==> config.mk <==
export PLATFORM = sky130hd
export DESIGN_NAME = fe_instr_dispatcher
export DESIGN_NICKNAME = d
export VERILOG_FILES = /design/src/rtl/pkg_dtypes.sv /design/src/rtl/fe_instr_dispatcher.sv
export SDC_FILE = /design/constraint.sdc
export NUM_CORES = 1
export LEC_CHECK = 0
export CAP_MARGIN = 25
export CORE_AREA = 2 2 146 148
export CTS_CLUSTER_DIAMETER = 60
export DETAILED_ROUTE_END_ITERATION = 10
export DIE_AREA = 0 0 148 150
export GPL_ROUTABILITY_DRIVEN = 1
export PLACE_DENSITY = 0.85
export SLEW_MARGIN = 20
export SYNTH_ARGS = -nofsm -noshare
export SYNTH_HDL_FRONTEND = slang
export SYNTH_SLANG_ARGS = --single-unit
==> constraint.sdc <==
create_clock -name clk -period 2.5 [get_ports clk]
set_input_delay 0.5 -clock clk [delete_from_list [all_inputs] [get_ports clk]]
set_output_delay 0.5 -clock clk [all_outputs]
set_load 0.02 [all_outputs]
==> src/rtl/pkg_dtypes.sv <==
// Shared datapath types for the front-end: EU count and the issue-queue entry payload.
package pkg_dtypes;

    localparam int unsigned LOG2_NUM_EXEC_UNITS = 2;
    localparam int unsigned NUM_EXEC_UNITS      = 1 << LOG2_NUM_EXEC_UNITS;

    // Renamed instruction as carried on the dispatch bus into each EU queue.
    typedef struct packed {
        logic [7:0]  opcode;
        logic [5:0]  rd_phys;
        logic [5:0]  rs1_phys;
        logic [5:0]  rs2_phys;
        logic [15:0] imm;
    } type_iqueue_entry;

endpackage

==> src/rtl/fe_instr_dispatcher.sv <==
// Front-end dispatch stage: captures a renamed batch, assigns EUs round-robin to valid lanes,
// and re-drives refused lanes on the shared dispatch bus until the whole batch is accepted.
module fe_instr_dispatcher
    import pkg_dtypes::*;
#(
    parameter int unsigned NUM_PARALLEL_INSTR_DISPATCHES = 4,
    parameter int unsigned STALL_CTR_WIDTH               = 16
) (
    input  logic                                     clk,
    input  logic                                     reset_n,
    input  type_iqueue_entry                         batch_instr_i [NUM_PARALLEL_INSTR_DISPATCHES],
    input  logic [NUM_PARALLEL_INSTR_DISPATCHES-1:0] batch_instr_valid_i,
    input  logic                                     batch_valid_i,
    output logic                                     batch_ready_o,
    output type_iqueue_entry                         dispatched_instr_o [NUM_PARALLEL_INSTR_DISPATCHES],
    output logic [NUM_PARALLEL_INSTR_DISPATCHES-1:0] dispatched_instr_valid_o,
    output logic [LOG2_NUM_EXEC_UNITS-1:0]           dispatched_instr_alloc_euidx_o [NUM_PARALLEL_INSTR_DISPATCHES],
    input  logic [NUM_EXEC_UNITS-1:0]                eu_is_full_i,
    output logic                                     busy_o,
    output logic [STALL_CTR_WIDTH-1:0]               stall_cycles_o
);

    localparam int unsigned N    = NUM_PARALLEL_INSTR_DISPATCHES;
    localparam int unsigned EU_W = LOG2_NUM_EXEC_UNITS;

    typedef enum logic {
        IDLE,
        DISPATCH
    } state_e;

    state_e                     state_q, state_d;
    logic [N-1:0]               pending_q, pending_d;
    type_iqueue_entry           payload_q [N];
    type_iqueue_entry           payload_d [N];
    logic [EU_W-1:0]            euidx_q [N];
    logic [EU_W-1:0]            euidx_d [N];
    logic [EU_W-1:0]            rr_euidx_q, rr_euidx_d;
    logic [STALL_CTR_WIDTH-1:0] stall_q, stall_d;

    logic [N-1:0]               retire;
    logic [N-1:0]               refused;
    logic                       capture;
    logic [EU_W-1:0]            lane_k;

    // A pending lane retires when the EU it targets has room this cycle.
    always_comb begin
        retire = '0;
        for (int i = 0; i < N; i++) begin
            retire[i] = pending_q[i] & ~eu_is_full_i[euidx_q[i]];
        end
    end

    // Ready whenever nothing will remain pending after this edge, so batches flow without bubbles.
    assign refused       = pending_q & ~retire;
    assign batch_ready_o = (refused == '0);
    assign capture       = batch_valid_i & batch_ready_o;

    // Next-state: retire accepted lanes, load a new batch with round-robin EU allocation, count stalls.
    always_comb begin
        state_d    = state_q;
        pending_d  = pending_q & ~retire;
        payload_d  = payload_q;
        euidx_d    = euidx_q;
        rr_euidx_d = rr_euidx_q;
        stall_d    = stall_q;
        lane_k     = '0;

        for (int i = 0; i < N; i++) begin
            if (retire[i]) begin
                payload_d[i] = '0;
                euidx_d[i]   = '0;
            end
        end

        if ((refused != '0) && (stall_q != '1)) begin
            stall_d = stall_q + STALL_CTR_WIDTH'(1);
        end

        if (capture) begin
            for (int i = 0; i < N; i++) begin
                pending_d[i] = batch_instr_valid_i[i];
                if (batch_instr_valid_i[i]) begin
                    payload_d[i] = batch_instr_i[i];
                    euidx_d[i]   = rr_euidx_q + lane_k;
                    lane_k       = lane_k + EU_W'(1);
                end else begin
                    payload_d[i] = '0;
                    euidx_d[i]   = '0;
                end
            end
            // lane_k wraps at EU_W bits, i.e. popcount mod NUM_EU.
            rr_euidx_d = rr_euidx_q + lane_k;
        end

        case (state_q)
            IDLE:     if (pending_d != '0) state_d = DISPATCH;
            DISPATCH: if (pending_d == '0) state_d = IDLE;
            default:  state_d = IDLE;
        endcase
    end

    // State and datapath registers; reset drops any partially dispatched batch.
    always_ff @(posedge clk or negedge reset_n) begin
        if (!reset_n) begin
            state_q    <= IDLE;
            pending_q  <= '0;
            rr_euidx_q <= '0;
            stall_q    <= '0;
            for (int i = 0; i < N; i++) begin
                payload_q[i] <= '0;
                euidx_q[i]   <= '0;
            end
        end else begin
            state_q    <= state_d;
            pending_q  <= pending_d;
            payload_q  <= payload_d;
            euidx_q    <= euidx_d;
            rr_euidx_q <= rr_euidx_d;
            stall_q    <= stall_d;
        end
    end

    assign dispatched_instr_o             = payload_q;
    assign dispatched_instr_valid_o       = pending_q;
    assign dispatched_instr_alloc_euidx_o = euidx_q;
    assign busy_o                         = (state_q == DISPATCH);
    assign stall_cycles_o                 = stall_q;

endmodule
# Word level (Yosys, flattened, before mapping)
# Index checks and enable logic that the tools add are counted.
word_totals:
  in_bits: 179
  register_bits: 199
  out_inout_bits: 198
op_classes:
  n_reduce_logical: 9
  magnitude_cmp: 4
  bitwise_logic: 12
  muxes: 38
  n_eq_ne: 1
  add_sub_neg: 8
op_table:
  columns: ["operator", "count"]
  rows:
  - ["2-to-1 mux 42 bit", 8]
  - ["2-to-1 mux 168 bit", 1]
  - ["2-to-1 mux 2 bit", 15]
  - ["adder 16 x 1 -> 16 bit (second input constant)", 1]
  - ["inequality test 16 bit (second input constant)", 1]
  - ["< comparator 2 x 3 -> 1 bit (second input constant)", 4]
  - ["adder 2 bit", 4]
  - ["binary-select mux 1 bit (select 2 bit)", 4]
  - ["logical NOT 4 bit", 2]
  - ["2-to-1 mux 8 bit", 1]
  - ["nonzero test 2 bit", 4]
  - ["nonzero test 4 bit", 2]
  - ["2-to-1 mux 1 bit", 7]
  - ["adder 2 x 1 -> 2 bit (second input constant)", 3]
  - ["AND 1 bit", 5]
  - ["NOT 1 bit", 5]
  - ["AND 4 bit", 1]
  - ["2-to-1 mux 4 bit", 1]
  - ["NOT 4 bit", 1]
  - ["one-hot mux 1 bit (2 select lines)", 1]
  - ["logical AND 1 bit", 1]

# Logic depth before layout (Yosys ltp)
depth:
  depth_word: 19
  ltp_mapped: 8
  ltp_nobuf: 8

# Worst setup path before layout
# No wires, ideal clock.
synth_timing:
  path_kind: "register to output"
  start: "register euidx_q (netlist bit dispatched_instr_alloc_euidx_o[4])"
  end: "output port batch_ready_o"
  stages_incl_launch_ff: 7
  path_slack_ns: 0.223
  arrival_ns: 1.777
  cell_sequence: "dfrtp_1 -> mux4_2 -> nand2_1 -> and4_4 -> buf_6 -> buf_6 -> buf_2"
synth_via:
  elab_chain_len: 7
synth_rtl:
  columns: ["element", "line", "source"]
  rows:
  - ["start, declared", "fe_instr_dispatcher.sv:35", "logic [EU_W-1:0] euidx_q [N];"]
  - ["start signal, assigned", "fe_instr_dispatcher.sv:117", "euidx_q <= euidx_d;"]
  - ["binary-select mux 1 bit (select 2 bit)", "fe_instr_dispatcher.sv:49", "retire[i] = pending_q[i] & ~eu_is_full_i[euidx_q[i]];"]
  - ["2-to-1 mux 1 bit (not written as such)", "fe_instr_dispatcher.sv:49", null]
  - ["NOT 1 bit", "fe_instr_dispatcher.sv:49", null]
  - ["AND 1 bit", "fe_instr_dispatcher.sv:49", null]
  - ["NOT 4 bit", "fe_instr_dispatcher.sv:54", "assign refused = pending_q & ~retire;"]
  - ["AND 4 bit", "fe_instr_dispatcher.sv:54", null]
  - ["logical NOT 4 bit", "fe_instr_dispatcher.sv:55", "assign batch_ready_o = (refused == '0);"]
  - ["end, declared", "fe_instr_dispatcher.sv:14", "output logic batch_ready_o,"]
# No other way between the ends. The select of a mux whose other input is x is not followed.

# Worst setup path in the final report
layout_timing:
  start: "input port eu_is_full_i[3]"
  end: "output port batch_ready_o"
layout_via:
  elab_chain_len: 7
layout_rtl:
  columns: ["element", "line", "source"]
  rows:
  - ["start, declared", "fe_instr_dispatcher.sv:18", "input logic [NUM_EXEC_UNITS-1:0] eu_is_full_i,"]
  - ["binary-select mux 1 bit (select 2 bit)", "fe_instr_dispatcher.sv:49", null]
  - ["2-to-1 mux 1 bit (not written as such)", "fe_instr_dispatcher.sv:49", null]
  - ["NOT 1 bit", "fe_instr_dispatcher.sv:49", null]
  - ["AND 1 bit", "fe_instr_dispatcher.sv:49", null]
  - ["NOT 4 bit (*)", "fe_instr_dispatcher.sv:54", null]
  - ["AND 4 bit (*)", "fe_instr_dispatcher.sv:54", null]
  - ["logical NOT 4 bit (*)", "fe_instr_dispatcher.sv:55", null]
# Mark *: on every way between the ends. The rest lies on a longest branch, timed or not. The select of a mux whose other input is x is not followed.

==> key figures <==
Routing
  • Via density: ~5.2
  • Via count: between 6000 and 7000
  • Drt total wl: around 23000 microns
  • Drt first pass iters: 4
  • DR WL/cell: ~19 microns
  • DR iter-0 viols: about 280
  • Remaining DRCs: 0
  • Post-route ant nets: 0

Power
  • Register share of total power: 34.2%
  • Comb pwr share: roughly half
  • Clock power share: ~17%
  • Switching Power: 5.93 mW
  • Switch share: 38.2%
  • Pint: around 9.6 mW
  • LEAKAGE: roughly 5.6 nW
  • Max IR drop VDD: between 0.0009 and 0.001 V
  • Power Density: 1240 nW/um^2
  • Pwr Total: 15.5 mW

CTS
  • # hold bufs at CTS: 0
  • Clock buffer count from CTS: 17
  • Htree depth: 4
  • Clock sinks: 199
  • Root buf cell: clkbuf_16
  • Reg clk slew, reported paths: 80 ps
  • TritonCTS clock tree: built
  • Bufs on Longest Clock Path: 2
  • Post-CTS Setup Repair Bufs: 0
  • Worst-skew pair later-pin latency: about 420 ps

STA
  • Final Hold Viols: 0
  • Final critical-path setup slack: a little over 40 ps
  • Highest Clock Rate: 407 MHz
  • Crit share post-route: between 90% and 100%
  • Min cycle time layout: around 2500 ps
  • RSZ-0062 raised after global routing: false
  • WHS: just under 90 ps
  • Clk_skew: 13.2 ps
  • Number of setup violations in the final report: 0
  • Actual slew at the worst max-slew pin: a little over 600 ps
  • Slew Limit Fails: 0
  • Slew margin rel.: between 50% and 60%

Placed design
  • Final Wtd Congestion: around 0.85
  • Placed insts: 1179
  • Hpwl dp: between 15000 and 20000 microns
  • IO buf count: ~380
  • Dpl ws: -467 ps

Synthesis
  • Sequential area share after synthesis: 65.3%
  • Post-Syn Nets: about 710
  • Main synth FF type: dfrtp_1
  • EDFF count, synth: 0
  • Top-count cell post-synth: dfrtp_1
  • Avg Cell Area, Syn: about 14 sq um
  • Yosys warning count: 0
  • Synth async-reset ratio: 100%
  • Cell Area, Synth: ~7600 sq um
  • Cell variety after synth: 36
  • Top cell type's share of synthesized area: around 65%
  • Yosys reg bits: approximately 200
  • Yosys top cell by area: dfrtp_1
  • Synth top cells by count: dfrtp_1 (199), a22o_1 (173), xor2_1 (19)
  • Synth top area cells: dfrtp_1 (65%), a22o_1 (20%), xor2_1 (2.2%)
  • Mapped Cells: 527

Global routing
  • First-pass GRT wire length: ~36000 microns
  • Largest net degree at the start of global routing: slightly above 70
  • Gr usage total: 20.6%
  • GRT overflow: 0
  • Initial antenna violation count: 0
  • Vias in the first global route: 6559

Die
  • DIE HEIGHT: around 150 microns
  • Die ar.: around 22000 sq um
  • Core Footprint: between 20000 and 25000 sq um
  • # rows: 53
  • Initial core utilization: a little under two fifths
  • Die width: ~150 microns
  • Ports: between 300 and 400

Run
  • Max Cap Viol: 0

Final layout
  • Non-Filler Instances: ~1200
  • N_diodes: 0
  • NumNets Final: ~1100
  • Area growth syn-to-layout: 64.1%
  • Share of cells above drive strength 1: 9.74%
  • Fin util: between 60% and 70%

Critical path
  • Setup CP Type: input pin to output port
  • Critical Path RT: 2000 ps
  • Startpoint types: input pin
  • Worst Path Arrival: slightly below 2000 ps
  • Worst setup EP type: output port
  • Worst-path fanout max: 3
  • R2R Setup Slk: about 210 ps

Outcome
  • Status: completed

Worst hold path
  • Hold Path Class: input pin to asynchronous set/reset pin
cells by family (layout without fill, tap and decap cells):
family          Yosys count  count (layout)  synth area share, %
compound gates          187             187                 21.4
xor+xnor                 24              24                 2.86
fa+ha+maj                 7               7                 1.15
buf+inv                  43             450                 3.18
flops                   199             199                 65.3
mux                      14              14                 2.28
simple gates             53              53                 3.76
final timing paths:
check | startpoint | end | cells past startpoint
min in group clk | dispatched_instr_o[65] | dispatched_instr_o[65] | 1
worst max-delay path | eu_is_full_i[3] | batch_ready_o | 5
max in group asynchronous | reset_n | dispatched_instr_o[17] | 2
worst min register to register | dispatched_instr_o[65] | dispatched_instr_o[65] | 1
worst min-delay path | reset_n | stall_cycles_o[0] | 1
worst max register to register | dispatched_instr_alloc_euidx_o[4] | dispatched_instr_o[104] | 7
through the flow:
step | cell area (sq um) | setup TNS, ps
2_1_floorplan | 7620 | 0
6_report | 12500 | 0
3_3_place_gp | 11900 | -53250
3_5_place_dp | 11900 | -66970
5_1_grt | 12500 | 0
4_1_cts | 12500 | 0
timing repair:
item	in CTS	in global routing
endpoints found under the setup margin	1	51
hold endpoints to repair	0	0
gates resized for setup	5	7
pin swaps	0	0
cells in the final DEF (no fill, tap or decap), types with 3 or more instances in the layout:
| cell | Yosys | layout |
|---|---|---|
| clkdlybuf4s50_1 | 0 | 371 |
| dfrtp_1 | 199 | 199 |
| a22o_1 | 173 | 173 |
| buf_4 | 12 | 31 |
| xor2_1 | 19 | 19 |
| nand2_1 | 18 | 17 |
| clkbuf_16 | 0 | 17 |
| buf_12 | 0 | 10 |
| mux2_2 | 7 | 7 |
| nor3_1 | 7 | 7 |
| ha_1 | 7 | 7 |
| and3_1 | 6 | 6 |
| clkinv_4 | 0 | 6 |
| nand3_1 | 4 | 4 |
| nor2_1 | 4 | 4 |
| xnor2_1 | 4 | 4 |
| inv_8 | 0 | 4 |
| mux2i_1 | 5 | 3 |
| nand2b_1 | 3 | 3 |
| inv_1 | 3 | 3 |
| o21ai_0 | 3 | 3 |
critical path: stages:
cell and delay [ps]:
clkdlybuf4s50_1 450, mux4_2 520, nand2_2 110, and4_4 230
buf_4 140
routing by layer:
metal,GRT usage (%),routed length [microns],up-vias
met1,25.8,9490,3126
met2,34.1,11600,283
met3,5.91,1780,43
li1,-,-,2798
met4,7.38,659,0
met5,0,0,-
flip-flops by register name, summed over array words and instances, names as in the netlist:
name                            cells
busy_o                              1
dispatched_instr_alloc_euidx_o      8
dispatched_instr_o                168
dispatched_instr_valid_o            4
rr_euidx_q                          2
stall_cycles_o                     16
power by group through the flow:
stage | clock network (mW) | registers [mW] | logic (mW)
4_1_cts | 2.68 | 5.30 | 7.63
2_1_floorplan | 0 | 6.67 | 2.40
3_3_place_gp | 0 | 5.28 | 7.48
3_5_place_dp | 0 | 5.31 | 7.61
5_1_grt | 2.83 | 5.45 | 8.00
6_report | 2.60 | 5.31 | 7.60
layout make-up:
cell class | instances | area, sq um
timing repair buffer | 417 | 4210
clock buffer | 18 | 439
fill | 1594 | 8180
clock inverter | 12 | 114
multi-input combinational | 285 | 2420
sequential | 199 | 4980
inverter | 3 | 11.3
tap | 275 | 344
Note: power is estimated with default switching activity, not from simulation.
